## src/rtl/lcd_pixel_scanout.sv

```systemverilog
// lcd_pixel_scanout: pops 32-bit pixel words from an upstream FIFO and drives
// parallel-RGB LCD timing (hsync, vsync, data enable, 24-bit RGB).
// Ports:
//   i_clock          pixel clock, also the FIFO read clock
//   i_nReset         asynchronous active-low reset
//   i_enable         start/continue scanning frames (frame completes on drop)
//   i_clearUnderflow single-cycle clear of o_underflow
//   i_fifoData       FIFO read data, valid the cycle after o_fifoRead
//   i_fifoEmpty      FIFO empty flag
//   o_fifoRead       FIFO pop strobe (combinational, never while empty)
//   o_hsync/o_vsync  active-low syncs
//   o_de, o_rgb      data enable and pixel data
//   o_underflow      sticky: an active pixel found the FIFO empty
//   o_frameStart     one-cycle pulse with the first o_de of each frame
module lcd_pixel_scanout #(
   parameter int unsigned H_ACTIVE = 800,
   parameter int unsigned H_FRONT  = 40,
   parameter int unsigned H_SYNC   = 48,
   parameter int unsigned H_BACK   = 88,
   parameter int unsigned V_ACTIVE = 480,
   parameter int unsigned V_FRONT  = 13,
   parameter int unsigned V_SYNC   = 3,
   parameter int unsigned V_BACK   = 32
) (
   input  logic        i_clock,
   input  logic        i_nReset,
   input  logic        i_enable,
   input  logic        i_clearUnderflow,
   input  logic [31:0] i_fifoData,
   input  logic        i_fifoEmpty,
   output logic        o_fifoRead,
   output logic        o_hsync,
   output logic        o_vsync,
   output logic        o_de,
   output logic [23:0] o_rgb,
   output logic        o_underflow,
   output logic        o_frameStart
);

   localparam int unsigned H_TOTAL      = H_ACTIVE + H_FRONT + H_SYNC + H_BACK;
   localparam int unsigned V_TOTAL      = V_ACTIVE + V_FRONT + V_SYNC + V_BACK;
   localparam int unsigned H_W          = $clog2(H_TOTAL);
   localparam int unsigned V_W          = $clog2(V_TOTAL);
   localparam int unsigned H_SYNC_START = H_ACTIVE + H_FRONT;
   localparam int unsigned H_SYNC_END   = H_SYNC_START + H_SYNC;
   localparam int unsigned V_SYNC_START = V_ACTIVE + V_FRONT;
   localparam int unsigned V_SYNC_END   = V_SYNC_START + V_SYNC;

   typedef enum logic [1:0] {
      S_IDLE      = 2'd0,
      S_WAIT_FILL = 2'd1,
      S_RUN       = 2'd2
   } state_t;

   state_t         r_state;
   state_t         w_nextState;
   logic [H_W-1:0] r_hCount;
   logic [V_W-1:0] r_vCount;
   logic           w_hLast;
   logic           w_vLast;
   logic           w_run;
   logic           w_pixelActive;
   logic           w_hsyncRegion;
   logic           w_vsyncRegion;
   logic           w_frameFirst;
   logic           w_unusedTop;

   // Stage 1 pipeline
   logic           r_s1Active;
   logic           r_s1Taken;
   logic           r_s1Hsync;
   logic           r_s1Vsync;
   logic           r_s1FrameStart;

   // Upper byte of the FIFO word carries no pixel data
   assign w_unusedTop = ^i_fifoData[31:24];

   assign w_hLast = (r_hCount == H_W'(H_TOTAL - 1));
   assign w_vLast = (r_vCount == V_W'(V_TOTAL - 1));
   assign w_run   = (r_state == S_RUN);

   // Stage 0: position decodes straight from the counters
   assign w_pixelActive = w_run && (r_hCount < H_W'(H_ACTIVE)) && (r_vCount < V_W'(V_ACTIVE));
   assign w_hsyncRegion = w_run && (r_hCount >= H_W'(H_SYNC_START)) && (r_hCount < H_W'(H_SYNC_END));
   assign w_vsyncRegion = w_run && (r_vCount >= V_W'(V_SYNC_START)) && (r_vCount < V_W'(V_SYNC_END));
   assign w_frameFirst  = w_run && (r_hCount == '0) && (r_vCount == '0);
   assign o_fifoRead    = w_pixelActive && !i_fifoEmpty;

   // FSM state register
   always_ff @(posedge i_clock or negedge i_nReset) begin
      if (!i_nReset) r_state <= S_IDLE;
      else           r_state <= w_nextState;
   end

   // FSM next state; once running, a frame always completes
   always_comb begin
      w_nextState = r_state;
      case (r_state)
         S_IDLE: begin
            if (i_enable) w_nextState = S_WAIT_FILL;
         end
         S_WAIT_FILL: begin
            if (!i_enable)        w_nextState = S_IDLE;
            else if (!i_fifoEmpty) w_nextState = S_RUN;
         end
         S_RUN: begin
            if (!i_enable && w_hLast && w_vLast) w_nextState = S_IDLE;
         end
         default: w_nextState = S_IDLE;
      endcase
   end

   // Raster counters: free-run in RUN, held at the origin otherwise
   always_ff @(posedge i_clock or negedge i_nReset) begin
      if (!i_nReset) begin
         r_hCount <= '0;
         r_vCount <= '0;
      end else if (!w_run) begin
         r_hCount <= '0;
         r_vCount <= '0;
      end else if (w_hLast) begin
         r_hCount <= '0;
         r_vCount <= w_vLast ? '0 : r_vCount + V_W'(1);
      end else begin
         r_hCount <= r_hCount + H_W'(1);
      end
   end

   // Stage 1: lines up with the FIFO read data
   always_ff @(posedge i_clock or negedge i_nReset) begin
      if (!i_nReset) begin
         r_s1Active     <= 1'b0;
         r_s1Taken      <= 1'b0;
         r_s1Hsync      <= 1'b0;
         r_s1Vsync      <= 1'b0;
         r_s1FrameStart <= 1'b0;
      end else begin
         r_s1Active     <= w_pixelActive;
         r_s1Taken      <= o_fifoRead;
         r_s1Hsync      <= w_hsyncRegion;
         r_s1Vsync      <= w_vsyncRegion;
         r_s1FrameStart <= w_frameFirst;
      end
   end

   // Stage 2: registered pins; a missed pixel shows black and sets underflow
   always_ff @(posedge i_clock or negedge i_nReset) begin
      if (!i_nReset) begin
         o_de         <= 1'b0;
         o_rgb        <= '0;
         o_hsync      <= 1'b1;
         o_vsync      <= 1'b1;
         o_frameStart <= 1'b0;
         o_underflow  <= 1'b0;
      end else begin
         o_de         <= r_s1Active;
         o_rgb        <= r_s1Taken ? i_fifoData[23:0] : 24'h000000;
         o_hsync      <= !r_s1Hsync;
         o_vsync      <= !r_s1Vsync;
         o_frameStart <= r_s1FrameStart;
         if (r_s1Active && !r_s1Taken) o_underflow <= 1'b1;
         else if (i_clearUnderflow)     o_underflow <= 1'b0;
      end
   end

endmodule

```

## config.mk

```make
export PLATFORM = sky130hd
export DESIGN_NAME = lcd_pixel_scanout
export DESIGN_NICKNAME = d
export VERILOG_FILES = /design/src/rtl/lcd_pixel_scanout.sv
export SDC_FILE = /design/constraint.sdc
export NUM_CORES = 1
export LEC_CHECK = 0
export BUFFER_PORTS_ARGS = -buffer_cell sky130_fd_sc_hd__buf_2
export CAP_MARGIN = 0
export CORE_MARGIN = 4
export CORE_UTILIZATION = 35
export DETAILED_ROUTE_END_ITERATION = 8
export GPL_ROUTABILITY_DRIVEN = 0
export PLACE_DENSITY = 0.64
export SETUP_SLACK_MARGIN = 0.05
export SYNTH_ARGS = -nofsm -noshare
export SYNTH_HDL_FRONTEND = slang
export SYNTH_SLANG_ARGS = --single-unit
```

## constraint.sdc

```tcl
create_clock -name i_clock -period 2.2 [get_ports i_clock]
set_clock_uncertainty 0.1 [all_clocks]
set_input_delay 0.44 -clock i_clock [delete_from_list [all_inputs] [get_ports i_clock]]
set_output_delay 0.44 -clock i_clock [all_outputs]
set_load 0.03 [all_outputs]
```

* Yosys cells after proc, flatten, opt, wreduce, memory -nomap -nowiden
Cells that the tools add are included.
W data, S select, Z words.
** Storage, ports and cells
- Flip-flop bits (word level) :: 56
- Input bits :: 37
- Output and inout bits :: 30
- Word-level logic and storage cells :: 65
** Operators by class
- Add/subtract/negate cells :: 2
- $lt $le $gt $ge :: 6
- Equal/unequal tests :: 8
- Multiplexer cells :: 13
- Reduce and logical (&&, ||, !) cells :: 22
** Operators by type and width (number)
- $mux W10 :: 5
- $mux W24 :: 1
- $add A10 B1 Y10 const B :: 2
- $eq A10 B10 Y1 const B :: 2
- $logic_not A10 Y1 :: 2
- $lt A10 B10 Y1 const B :: 2
- $lt A10 B9 Y1 const B :: 2
- $logic_and A1 B1 Y1 :: 12
- $ge A10 B10 Y1 const B :: 1
- $ge A10 B9 Y1 const B :: 1
- $mux W2 :: 4
- $pmux W2 S3 :: 1
- $logic_not A1 Y1 :: 5
- $ne A2 B2 Y1 const B :: 2
- $ne A3 B3 Y1 const B :: 1
- $reduce_and A3 Y1 :: 1
- $eq A2 B1 Y1 const B :: 1
- $eq A2 B2 Y1 const B :: 1
- $logic_not A2 Y1 :: 1
- $mux W1 :: 2
- $ne A2 B1 Y1 const B :: 1
- $reduce_bool A2 Y1 :: 1

* Depth between registers and ports, before layout
Gate-level depths: netlist of run 1.
- Depth after elaboration :: 5
- Gate-level depth with buffers :: 6

* Worst setup path after synthesis of run 1
Ideal clock, no wire load.
- Kind :: reg-to-output
- Start point :: register r_state[0]
- End point :: output o_fifoRead
- Data arrival time :: 1.524 ns
- Required time :: 1.660 ns
- Setup slack :: 0.136 ns
- Cell stages (with the launch flop) :: 5
- Buffers on the path :: 0
- Cells stage by stage :: dfrtp_1 > nand2b_1 > nor2_1 > inv_1 > nor3_1
** Between the ends
- Word-level cells in the longest chain between the ends :: 4
** Ends and longest elaborated chain
- start: declaration :: RTL line 55 : state_t r_state;
- start signal: assignment :: RTL line 92 : else r_state <= w_nextState;
- $eq A2 B2 Y1 :: RTL line 80 : assign w_run = (r_state == S_RUN);
- $logic_and A1 B1 Y1 (2 in a row) :: RTL line 83 : assign w_pixelActive = w_run && (r_hCount < H_W'(H_ACTIVE)) && (r_vCount < V_W'(V_ACTIVE));
- $logic_and A1 B1 Y1 :: RTL line 87 : assign o_fifoRead = w_pixelActive && !i_fifoEmpty;
- end: declaration :: RTL line 31 : output logic o_fifoRead,
No other way between the ends.

* Final worst setup path of run 1
- Start point :: register r_vCount[7]
- End point :: register r_vCount[7]
** Between the ends
- Word-level cells in the longest chain between the ends :: 4
- Elaborated cells on any way between the ends :: 5
- Classes of those cells :: 1 x add/sub; 1 x eq/ne; 3 x mux
** Ends and longest elaborated chain
- start: declaration :: RTL line 58 : logic [V_W-1:0] r_vCount;
- start signal: assignment :: RTL line 123 : r_vCount <= w_vLast ? '0 : r_vCount + V_W'(1);
- $add A10 B1 Y10 or $eq A10 B10 Y1 (tied branches) :: RTL line 123, 79
- $mux W10 (*) :: RTL line 123
- $mux W10 (*) :: RTL line 121 : end else if (w_hLast) begin
- $mux W10 (*) :: RTL line 118 : end else if (!w_run) begin
Every way passes the cells marked *; elsewhere a longest branch is shown, timed or not. The select of a mux whose other input is x is not followed.
A chain may end at the register's enable or synchronous reset.

==> insert_results.sql, run 1 <==
INSERT INTO impl_metrics (metric_group, metric, value, unit) VALUES
('timing', 'whs', '0.213', 'ns'),
('synth', 'netlist_top_cells_count', 'sky130_fd_sc_hd__dfrtp_1 (54), sky130_fd_sc_hd__and2_1 (26), sky130_fd_sc_hd__inv_1 (12), sky130_fd_sc_hd__nand2_1 (12), sky130_fd_sc_hd__nor2_1 (11)', ''),
('grt', 'gr-usage-all-layers', '11.8', '%'),
('worst_setup_path', 'critPathMaxStageDelay', '0.57', 'ns'),
('grt', 'grt_pass1_vias', '1663', ''),
('floorplan', 'floorplan.die.width', '89.1', 'um'),
('pwr', 'cellLeakagePower', '1.41', 'nW'),
('pwr', 'power_density', '765', 'nW/um^2'),
('hold_path', 'timing.hold.worst.class', 'in -> reg', ''),
('timing', 'min_period', '2.12', 'ns'),
('synth', 'syn-mean-instance-area', '11.2', 'um^2'),
('synth', 'syn-cell-area', '2300', 'um^2'),
('synth', 'synthDominantCellAreaShare', '58.6', '%'),
('worst_setup_path', 'rr_endpoint', 'r_vCount[7]', ''),
('route', 'route.detailed.wl_per_inst', '12.5', 'um'),
('synth', 'mappedNetlistNets', '248', ''),
('floorplan', 'fp.dieArea', '7950', 'um^2'),
('placement', 'dp_slack', '0.132', 'ns'),
('synth', 'synth.lib_cells_used.distinct', '37', ''),
('timing', 'unrepaired_setup_endpoints_after_global_routing', 'yes', ''),
('timing', 'clock.fmax', '471', 'MHz'),
('run_status', 'result_of_the_run', 'complete, no violations', ''),
('worst_setup_path', 'crit_path_top_delay_cell', 'sky130_fd_sc_hd__or4_4', ''),
('synth', 'synth-warning-count', '0', ''),
('timing', 'drv_slew', '0', ''),
('timing', 'hold_viol_final', '0', ''),
('placement', 'port-buffer-count', '58', ''),
('floorplan', 'total_i_o_pin_count', '67', ''),
('cells_and_area', 'drive_gt1_share', '33.3', '%'),
('synth', 'yosys-top-cells-area', 'sky130_fd_sc_hd__dfrtp_1 (59%), sky130_fd_sc_hd__and2_1 (7.1%), sky130_fd_sc_hd__ha_1 (3.3%)', ''),
('worst_setup_path', 'critPathKind', 'reg -> reg', ''),
('route', 'drt_iter0_markers', '56', ''),
('worst_setup_path', 'crit_fanout', '8', ''),
('timing', 'final.setup.tns', '0', 'ns'),
('cells_and_area', 'diodes', '0', ''),
('timing', 'timing.slew.headroom', '63.7', '%'),
('clock_tree', 'h-tree-depth', '2', ''),
('floorplan', 'dieHeight', '89.1', 'um'),
('cells_and_area', 'flow.area_growth_from_synthesis', '25.9', '%'),
('route', 'detailedRoute.firstPassIterationCount', '4', ''),
('route', 'route.detailed.drc', '0', ''),
('hold_path', 'hp-start', 'i_fifoEmpty', ''),
('worst_setup_path', 'crit_required', '2.29', 'ns'),
('synth', 'synth.yosys.seq_area_share', '60.9', '%'),
('floorplan', 'core.rowCount', '29', ''),
('synth', 'syn-instance-count', '205', ''),
('pwr', 'peakVddDrop', '418', 'uV'),
('placement', 'detailedPlacementHpwl', '3240', 'um'),
('clock_tree', 'clock_latency', '0.30', 'ns'),
('route', 'viasPerCell', '4.72', ''),
('clock_tree', 'cts-buffers-inserted', '5', ''),
('synth', 'yosys_register_bits', '56', ''),
('route', 'num_vias', '1679', ''),
('clock_tree', 'cts.sinks', '56', ''),
('worst_setup_path', 'reg_to_reg_start', 'r_vCount[7]', ''),
('floorplan', 'floorplan.initialDensity', '36.1', '%'),
('worst_setup_path', 'cells_along_the_critical_path', 'or4_4 -> or4_4 -> o21ai_4 -> buf_12 -> a21oi_1', ''),
('grt', 'grt.overflow.total', '0', ''),
('hold_path', 'worstHoldPathCells', '2', ''),
('cells_and_area', 'final_net_count', '321', ''),
('synth', 'synth_edf_count', '0', ''),
('synth', 'postSynth.asyncResetShare', '100', '%'),
('clock_tree', 'clockBufferDepth', '2', ''),
('grt', 'grt_first_pass_wirelength', '7400', 'um'),
('worst_setup_path', 'critPathMostFrequentCell', 'sky130_fd_sc_hd__or4_4', ''),
('clock_tree', 'cts_tree', 'built', ''),
('worst_setup_path', 'timing.critical_path.arrival', '2.21', 'ns'),
('synth', 'synth_top_area_cell', 'sky130_fd_sc_hd__dfrtp_1', ''),
('timing', 'report.final.setup_viol', '0', ''),
('worst_setup_path', 'worst_setup_path_start_kind', 'register', ''),
('grt', 'antenna_violations_before_repair', '0', '');
worst max-delay path by stage:
stage,startpoint,endpoint,slack [ns],cells past startpoint
floorplan,r_state[0],o_fifoRead,0.14,4
global placement,r_hCount[0],r_vCount[7],0.15,6
detailed placement,r_vCount[7],r_vCount[8],0.13,4
CTS,r_vCount[5],o_fifoRead,0.05,5
global route,r_vCount[7],r_vCount[3],0.04,5
finish,r_vCount[7],r_vCount[7],0.08,5
routing by layer:
metal  routed length (um)  vias to the layer above  track usage [%]
li1                     -                      836                -
met1                 1980                      776             14.6
met2                 1890                       63             19.2
met3                  517                        4             3.04
met4                   62                        0             5.55
met5                    0                        -                0
kinds of logic after synthesis:
family,after synthesis,share of synthesized area [%]
buf+inv,15,2.44
compound gates,25,6.52
flops,56,60.9
mux,1,0.434
simple gates,95,23.8
fa+ha+maj,6,3.26
xor+xnor,7,2.66
placed cells by master (no fill, tap or decap), drive strengths merged, types with 6 or more instances in the layout:
cell,netlist,layout
buf,0,68
dfrtp,54,54
and2,26,26
nand2,13,13
inv,12,12
nor2,11,11
o21ai,10,10
a21oi,10,10
nand3,9,9
nor3,9,9
or3,8,8
xnor2,6,6
ha,6,6
clkbuf,3,6
power by group:
part           switching, W  leakage (nW)  internal [W]
Combinational      0.000236         0.655      0.000205
Sequential         0.000101         0.716       0.00113
Clock              0.000323        0.0414      0.000227
repair_timing:
action	CTS	global route
pin swaps	0	2
gates resized for setup	2	8
hold endpoints to repair	18	0
endpoints found under the setup margin	1	10
cloned	0	0
buffers inserted	0	3
hold buffers	1	0
through the flow:
step                cell area (um^2)  total power (W)  std cells  util, %
floorplan                       2300          0.00151        205        -
detailed placement              2730          0.00167        344     42.8
global placement                2730          0.00166        344     42.8
CTS                             2840          0.00225        353     44.5
global route                    2900          0.00236        356     45.4
finish                          2900          0.00222        356     45.4
worst max-delay path: cells and delay by family, from the launching register on:
kind / cells / cell delay (ns)
and+or+nand+nor: 2 / 1.12
DFF: 1 / 0.42
AOI/OAI and AO/OA: 2 / 0.23
buffers and inverters: 1 / 0.14
registers in the layout, summed over array words and instances (netlist names):
register	flops
o_vsync	1
r_s1Active	1
r_vCount	10
r_hCount	10
r_s1FrameStart	1
o_frameStart	1
o_underflow	1
r_s1Taken	1
r_s1Hsync	1
r_state	2
o_hsync	1
o_de	1
o_rgb	24
r_s1Vsync	1
cell type report:
| type | count | area, um^2 |
|---|---|---|
| clock buffers | 6 | 72.6 |
| clock inverters | 2 | 16.3 |
| fillers | 617 | 3480 |
| inverters | 12 | 45.0 |
| multi-input cells | 134 | 877 |
| flip-flops and latches | 56 | 1400 |
| well taps | 77 | 96.3 |
| repair buffers | 69 | 390 |
(Power assumes the default switching activity.)
==> run 2, diff against run 1 <==
--- a/config.mk
+++ b/config.mk
@@ -8,10 +8,10 @@
 export BUFFER_PORTS_ARGS = -buffer_cell sky130_fd_sc_hd__buf_2
 export CAP_MARGIN = 0
 export CORE_MARGIN = 4
-export CORE_UTILIZATION = 35
+export CORE_UTILIZATION = 50
 export DETAILED_ROUTE_END_ITERATION = 8
 export GPL_ROUTABILITY_DRIVEN = 0
-export PLACE_DENSITY = 0.64
+export PLACE_DENSITY = 0.83
 export SETUP_SLACK_MARGIN = 0.05
 export SYNTH_ARGS = -nofsm -noshare
 export SYNTH_HDL_FRONTEND = slang
==> insert_results.sql, run 2 (same netlist as run 1, synthesis figures left out) <==
INSERT INTO impl_metrics (metric_group, metric, value, unit) VALUES
('worst_setup_path', 'critPathMostFrequentCell', 'sky130_fd_sc_hd__or4_4', ''),
('grt', 'grt_pass1_vias', '1670', ''),
('pwr', 'peakVddDrop', '354', 'uV'),
('hold_path', 'timing.hold.worst.class', 'in -> async', ''),
('worst_setup_path', 'crit_fanout', '8', ''),
('cells_and_area', 'layout_common_cells', 'sky130_fd_sc_hd__buf_2 (57), sky130_fd_sc_hd__dfrtp_1 (53), sky130_fd_sc_hd__and2_1 (26)', ''),
('route', 'detailedRoute.firstPassIterationCount', '4', ''),
('route', 'num_vias', '1732', ''),
('route', 'antenna_left', '0', ''),
('worst_setup_path', 'timing.critical_path.arrival', '2.28', 'ns'),
('worst_setup_path', 'reg2reg_depth', '6', ''),
('clock_tree', 'h-tree-depth', '2', ''),
('placement', 'placed_cells', '317', ''),
('worst_setup_path', 'reg_to_reg_start', 'r_vCount[5]', ''),
('floorplan', 'fp.dieArea', '5760', 'um^2'),
('pwr', 'seq_power_share', '55.9', '%'),
('timing', 'unrepaired_setup_endpoints_after_global_routing', 'yes', ''),
('worst_setup_path', 'critPathTopFamily', 'simple AND/OR/NAND/NOR gates', ''),
('cells_and_area', 'largest_register_ff_count', '24', ''),
('pwr', 'cellLeakagePower', '1.38', 'nW'),
('cells_and_area', 'regMostFlops', 'o_rgb', ''),
('worst_setup_path', 'critPathBufInv', '2', ''),
('cells_and_area', 'flow.area_growth_from_synthesis', '24.7', '%'),
('run_status', 'result_of_the_run', 'complete, no violations', ''),
('floorplan', 'core.rowCount', '24', ''),
('floorplan', 'placeableCoreArea', '4410', 'um^2'),
('timing', 'fin_ws', '0.00494', 'ns'),
('timing', 'timing.slew.headroom', '60.8', '%'),
('floorplan', 'floorplan.initialDensity', '52.2', '%'),
('route', 'route.detailed.wl_per_inst', '14.5', 'um'),
('floorplan', 'total_i_o_pin_count', '67', ''),
('placement', 'dp_slack', '0.0718', 'ns'),
('placement', 'port-buffer-count', '58', ''),
('worst_setup_path', 'worst_setup_path_start_kind', 'register', ''),
('cells_and_area', 'finish.cell_count_without_fillers', '329', ''),
('cells_and_area', 'diodes', '0', ''),
('timing', 'drv_slew', '0', ''),
('timing', 'report.final.setup_viol', '0', ''),
('clock_tree', 'cts-buffers-inserted', '5', ''),
('clock_tree', 'clock_tree.root_cell', 'sky130_fd_sc_hd__clkbuf_8', ''),
('clock_tree', 'clock_latency', '0.30', 'ns'),
('cells_and_area', 'final_net_count', '319', ''),
('clock_tree', 'cts.sinks', '56', ''),
('pwr', 'cell_internal_pwr', '0.00156', 'W'),
('flow_run', 'maxCapViolations', '0', ''),
('route', 'route.detailed.drc', '0', ''),
('worst_setup_path', 'critPathMaxStageDelay', '0.56', 'ns'),
('grt', 'grt.overflow.total', '0', ''),
('timing', 'period_share', '99.8', '%'),
('grt', 'antenna_violations_before_repair', '0', ''),
('grt', 'grt_first_pass_wirelength', '7310', 'um'),
('grt', 'grt_max_degree', '32', ''),
('pwr', 'net_switching_power_figure', '0.000666', 'W'),
('floorplan', 'dieHeight', '75.9', 'um'),
('placement', 'detailedPlacementHpwl', '3480', 'um'),
('timing', 'hold_viol_final', '0', ''),
('worst_setup_path', 'crit_path_top_delay_cell', 'sky130_fd_sc_hd__or4_4', ''),
('worst_setup_path', 'rr_endpoint', 'r_vCount[3]', ''),
('route', 'route.final.wire_length', '4760', 'um'),
('cells_and_area', 'layout_commonest_cell', 'sky130_fd_sc_hd__buf_2', ''),
('route', 'viasPerCell', '5.26', ''),
('timing', 'worstMarginPinSlew', '0.587', 'ns'),
('worst_setup_path', 'r2r_setup_slk', '0.005', 'ns'),
('timing', 'clock.fmax', '456', 'MHz'),
('worst_setup_path', 'critPathKind', 'reg -> reg', ''),
('pwr', 'comb_power_share', '19.8', '%'),
('worst_setup_path', 'cells_along_the_critical_path', 'buf_6 -> or4_4 -> or4_4 -> o21ai_4 -> buf_12 -> a21oi_1', ''),
('clock_tree', 'cts_tree', 'built', ''),
('grt', 'gr-usage-all-layers', '16.5', '%'),
('pwr', 'power_density', '774', 'nW/um^2'),
('timing', 'min_period', '2.20', 'ns'),
('clock_tree', 'clockBufferDepth', '2', ''),
('cells_and_area', 'filler_cell_count_in_the_final_layout', '342', ''),
('clock_tree', 'path_clk_slew', '0.10', 'ns'),
('clock_tree', 'postCtsHoldBufs', '0', ''),
('cells_and_area', 'drive_gt1_share', '33.9', '%'),
('floorplan', 'floorplan.die.width', '75.9', 'um'),
('route', 'drt_iter0_markers', '105', ''),
('pwr', 'power.clock.fraction', '24.3', '%'),
('worst_setup_path', 'crit_required', '2.28', 'ns'),
('worst_setup_path', 'cp-end-kind', 'register', ''),
('pwr', 'power.share.switching', '29.9', '%'),
('cells_and_area', 'biggestRegsByFlops', 'o_rgb x24, r_hCount x10, r_vCount x10', '');
run 2: cell types whose count changed in the layout (fill, tap and decap cells not counted), sizes merged:
| cell | delta |
|---|---|
| buf | -1 |
| dlygate4sd3 | -1 |
run 2: worst max path at each step:
| stage | to | cells after the start | slack, ns | from |
|---|---|---|---|---|
| after floorplan | o_fifoRead | 4 | 0.14 | r_state[0] |
| after global placement | r_vCount[7] | 5 | 0.15 | r_hCount[0] |
| after detailed placement | r_vCount[3] | 6 | 0.07 | r_hCount[0] |
| after CTS | o_fifoRead | 5 | 0.08 | r_state[0] |
| after global routing | r_state[1] | 6 | -0.03 | r_vCount[5] |
| final | r_vCount[3] | 6 | 0.005 | r_vCount[5] |
run 2: timing repair:
action / CTS / global route
setup buffers: 0 / 4
endpoints found under the hold margin: 0 / 0
setup endpoints to repair: 3 / 5
gates resized for setup: 3 / 10
gates cloned: 0 / 0
pin swaps: 1 / 3
run 2: final cells by class:
cell class / instances / area, um^2 / share of cell area [%]
Clock buffer: 6 / 72.6 / 2.53
Clock inverter: 2 / 16.3 / 0.566
Inverter: 12 / 45.0 / 1.57
Multi-Input combinational cell: 134 / 881 / 30.6
Sequential cell: 56 / 1410 / 48.9
Tap cell: 52 / 65.1 / 2.26
Timing Repair Buffer: 67 / 389 / 13.5
run 2: power by group through the flow:
stage	registers (W)	logic (W)	clock network, W
final	0.00124	0.000441	0.000541
after global routing	0.00126	0.000495	0.000607
after CTS	0.00123	0.000434	0.000556
after detailed placement	0.00125	0.000426	0
after global placement	0.00124	0.000406	0
after floorplan	0.00130	0.000217	0
run 2: per-stage QoR:
| step | hold WS [ns] | cell area, um^2 | TNS, ns | power [W] | utilization, % |
|---|---|---|---|---|---|
| 2_1_floorplan | 0.0444 | 2300 | 0 | 0.00151 | - |
| 3_3_place_gp | 0.234 | 2700 | 0 | 0.00165 | 61.1 |
| 3_5_place_dp | 0.235 | 2700 | 0 | 0.00168 | 61.1 |
| 4_1_cts | 0.0404 | 2800 | 0 | 0.00223 | 63.4 |
| 5_1_grt | 0.0638 | 2870 | -0.199 | 0.00236 | 65.1 |
| 6_report | 0.0255 | 2870 | 0 | 0.00223 | 65.1 |
run 2: per-layer routing:
metal	wire length, um	vias to the layer above	track usage [%]
li1	-	832	-
met1	1860	817	19.3
met2	2330	71	28.9
met3	472	12	5.01
met4	100	0	5.44
met5	0	-	0
==> run 3, diff against run 2 <==
--- a/config.mk
+++ b/config.mk
@@ -8,10 +8,10 @@
 export BUFFER_PORTS_ARGS = -buffer_cell sky130_fd_sc_hd__buf_2
 export CAP_MARGIN = 0
 export CORE_MARGIN = 4
-export CORE_UTILIZATION = 50
+export CORE_UTILIZATION = 46
 export DETAILED_ROUTE_END_ITERATION = 8
 export GPL_ROUTABILITY_DRIVEN = 0
-export PLACE_DENSITY = 0.83
+export PLACE_DENSITY = 0.81
 export SETUP_SLACK_MARGIN = 0.05
 export SYNTH_ARGS = -nofsm -noshare
 export SYNTH_HDL_FRONTEND = slang
==> constraint.sdc (replaced) <==
create_clock -name i_clock -period 1.9 [get_ports i_clock]
set_clock_uncertainty 0.1 [all_clocks]
set_input_delay 0.38 -clock i_clock [delete_from_list [all_inputs] [get_ports i_clock]]
set_output_delay 0.38 -clock i_clock [all_outputs]
set_load 0.03 [all_outputs]
==> insert_results.sql, run 3 (same netlist as run 1, synthesis figures left out) <==
INSERT INTO impl_metrics (metric_group, metric, value, unit) VALUES
('cells_and_area', 'flow.area_growth_from_synthesis', '36.4', '%'),
('route', 'drt_iter0_markers', '80', ''),
('floorplan', 'total_i_o_pin_count', '67', ''),
('timing', 'worstMarginPinSlew', '0.490', 'ns'),
('worst_setup_path', 'crit_required', '1.99', 'ns'),
('cells_and_area', 'regMostFlops', 'o_rgb', ''),
('clock_tree', 'clockBufferDepth', '2', ''),
('timing', 'final.setup.tns', '-1.30', 'ns'),
('timing', 'fin_ws', '-0.163', 'ns'),
('pwr', 'finalPower', '0.00296', 'W'),
('clock_tree', 'cts_tree', 'built', ''),
('placement', 'detailedPlacementHpwl', '3550', 'um'),
('timing', 'clock.fmax', '485', 'MHz'),
('route', 'route.detailed.wl_per_inst', '13.7', 'um'),
('cells_and_area', 'final_util', '65.7', '%'),
('worst_setup_path', 'critPathKind', 'reg -> reg', ''),
('grt', 'grt.overflow.total', '0', ''),
('cells_and_area', 'final_net_count', '340', ''),
('clock_tree', 'clock_latency', '0.31', 'ns'),
('timing', 'unrepaired_setup_endpoints_after_global_routing', 'yes', ''),
('timing', 'whs', '0.162', 'ns'),
('timing', 'hold_viol_final', '0', ''),
('floorplan', 'floorplan.die.width', '78.8', 'um'),
('worst_setup_path', 'cp-end-kind', 'register', ''),
('run_status', 'failed_checks', 'setup timing', ''),
('worst_setup_path', 'worst_setup_path_start_kind', 'register', ''),
('route', 'detailedRoute.firstPassIterationCount', '5', ''),
('floorplan', 'core.rowCount', '25', ''),
('timing', 'drv_slew', '0', ''),
('run_status', 'result_of_the_run', 'finished with violations', ''),
('cells_and_area', 'biggestRegsByFlops', 'o_rgb x24, r_hCount x10, r_vCount x10', ''),
('placement', 'dp_slack', '-0.131', 'ns'),
('route', 'antenna_left', '0', ''),
('route', 'route.detailed.drc', '0', ''),
('timing', 'period_share', '109', '%'),
('floorplan', 'floorplan.initialDensity', '48.2', '%'),
('floorplan', 'fp.dieArea', '6210', 'um^2'),
('clock_tree', 'h-tree-depth', '2', ''),
('route', 'viasPerCell', '4.95', ''),
('route', 'num_vias', '1806', ''),
('timing', 'min_period', '2.06', 'ns'),
('cells_and_area', 'layout_common_cells', 'sky130_fd_sc_hd__buf_2 (57), sky130_fd_sc_hd__dfrtp_1 (54), sky130_fd_sc_hd__and2_1 (26), sky130_fd_sc_hd__buf_4 (26), sky130_fd_sc_hd__inv_1 (12)', ''),
('floorplan', 'dieHeight', '78.8', 'um'),
('clock_tree', 'cts-buffers-inserted', '5', ''),
('clock_tree', 'path_clk_slew', '0.10', 'ns'),
('timing', 'report.final.setup_viol', '12', ''),
('grt', 'grt_pass1_vias', '1784', ''),
('grt', 'antenna_violations_before_repair', '0', ''),
('cells_and_area', 'diodes', '0', ''),
('cells_and_area', 'drive_gt1_share', '41.3', '%'),
('hold_path', 'timing.hold.worst.class', 'in -> reg', ''),
('clock_tree', 'cts.sinks', '56', ''),
('pwr', 'peakVddDrop', '561', 'uV'),
('worst_setup_path', 'timing.critical_path.arrival', '2.16', 'ns'),
('cells_and_area', 'layout_commonest_cell', 'sky130_fd_sc_hd__buf_2', ''),
('worst_setup_path', 'crit_fanout', '7', ''),
('grt', 'grt_max_degree', '26', ''),
('grt', 'grt_first_pass_wirelength', '8200', 'um'),
('floorplan', 'placeableCoreArea', '4790', 'um^2'),
('pwr', 'power_density', '943', 'nW/um^2'),
('route', 'route.final.wire_length', '5000', 'um'),
('cells_and_area', 'largest_register_ff_count', '24', ''),
('pwr', 'cellLeakagePower', '1.52', 'nW'),
('placement', 'port-buffer-count', '58', ''),
('flow_run', 'maxCapViolations', '0', ''),
('clock_tree', 'clock_tree.root_cell', 'sky130_fd_sc_hd__clkbuf_8', ''),
('timing', 'timing.slew.headroom', '67.3', '%'),
('grt', 'gr-usage-all-layers', '17.1', '%');
==> run 3: cell types whose count changed in the layout (fill, tap and decap cells not counted), sizes merged <==
cell / delta
clkinvlp: -1
bufinv: +2
buf: +20
clkinv: -1
dlygate4sd3: +1
==> run 3: power by group <==
group	internal (W)	switching, W
Combinational	0.000317	0.000368
Clock	0.000527	0.000373
Sequential	0.00131	0.0000725
Total	0.00215	0.000814
==> run 3: stage by stage <==
stage               instance area, um^2  instances
floorplan                          2310        205
global placement                   2890        354
detailed placement                 2890        354
CTS                                3070        364
global route                       3140        365
finish                             3140        365
==> run 3: critical path, stage by stage (launching register included) <==
cell                      delay (ns)
sky130_fd_sc_hd__dfrtp_1        0.40
sky130_fd_sc_hd__or4_4          0.55
sky130_fd_sc_hd__or4_4          0.53
sky130_fd_sc_hd__o21ai_4        0.18
sky130_fd_sc_hd__buf_12         0.15
sky130_fd_sc_hd__a21oi_2        0.04
==> run 3: per-layer routing <==
layer	vias up	track usage, %	routed length [um]	part of all wire, %
met2	74	28.0	2320	46
met5	-	0	0	0
met3	10	5.10	418	8.4
li1	879	-	-	-
met4	0	5.77	87	1.7
met1	843	21.6	2180	44
==> run 3: layout make-up <==
type	count	area (um^2)
clock inverters	2	60.1
repair buffers	88	553
flip-flops and latches	56	1400
multi-input cells	134	925
fillers	377	1640
inverters	12	45.0
well taps	67	83.8
clock buffers	6	72.6
==> run 3: worst paths after layout <==
| kind | start | end | cells past startpoint | slack, ns |
|---|---|---|---|---|
| setup reg to reg | r_vCount[7] | r_vCount[6] | 5 | -0.16 |
| max in group asynchronous | i_nReset | o_vsync | 3 | 0.77 |
| setup / recovery | r_vCount[7] | r_vCount[6] | 5 | -0.16 |
| hold / removal | i_clearUnderflow | o_underflow | 2 | 0.16 |
| min in group asynchronous | i_nReset | o_rgb[22] | 2 | 0.40 |
| hold reg to reg | r_s1Vsync | o_vsync | 1 | 0.26 |
==> run 3: repair_timing <==
action / CTS / global route
endpoints found under the setup margin: 12 / 14
pin swaps: 2 / 5
gates resized for setup: 9 / 14
hold buffers: 1 / 0
hold endpoints to repair: 12 / 0
setup buffers: 1 / 1
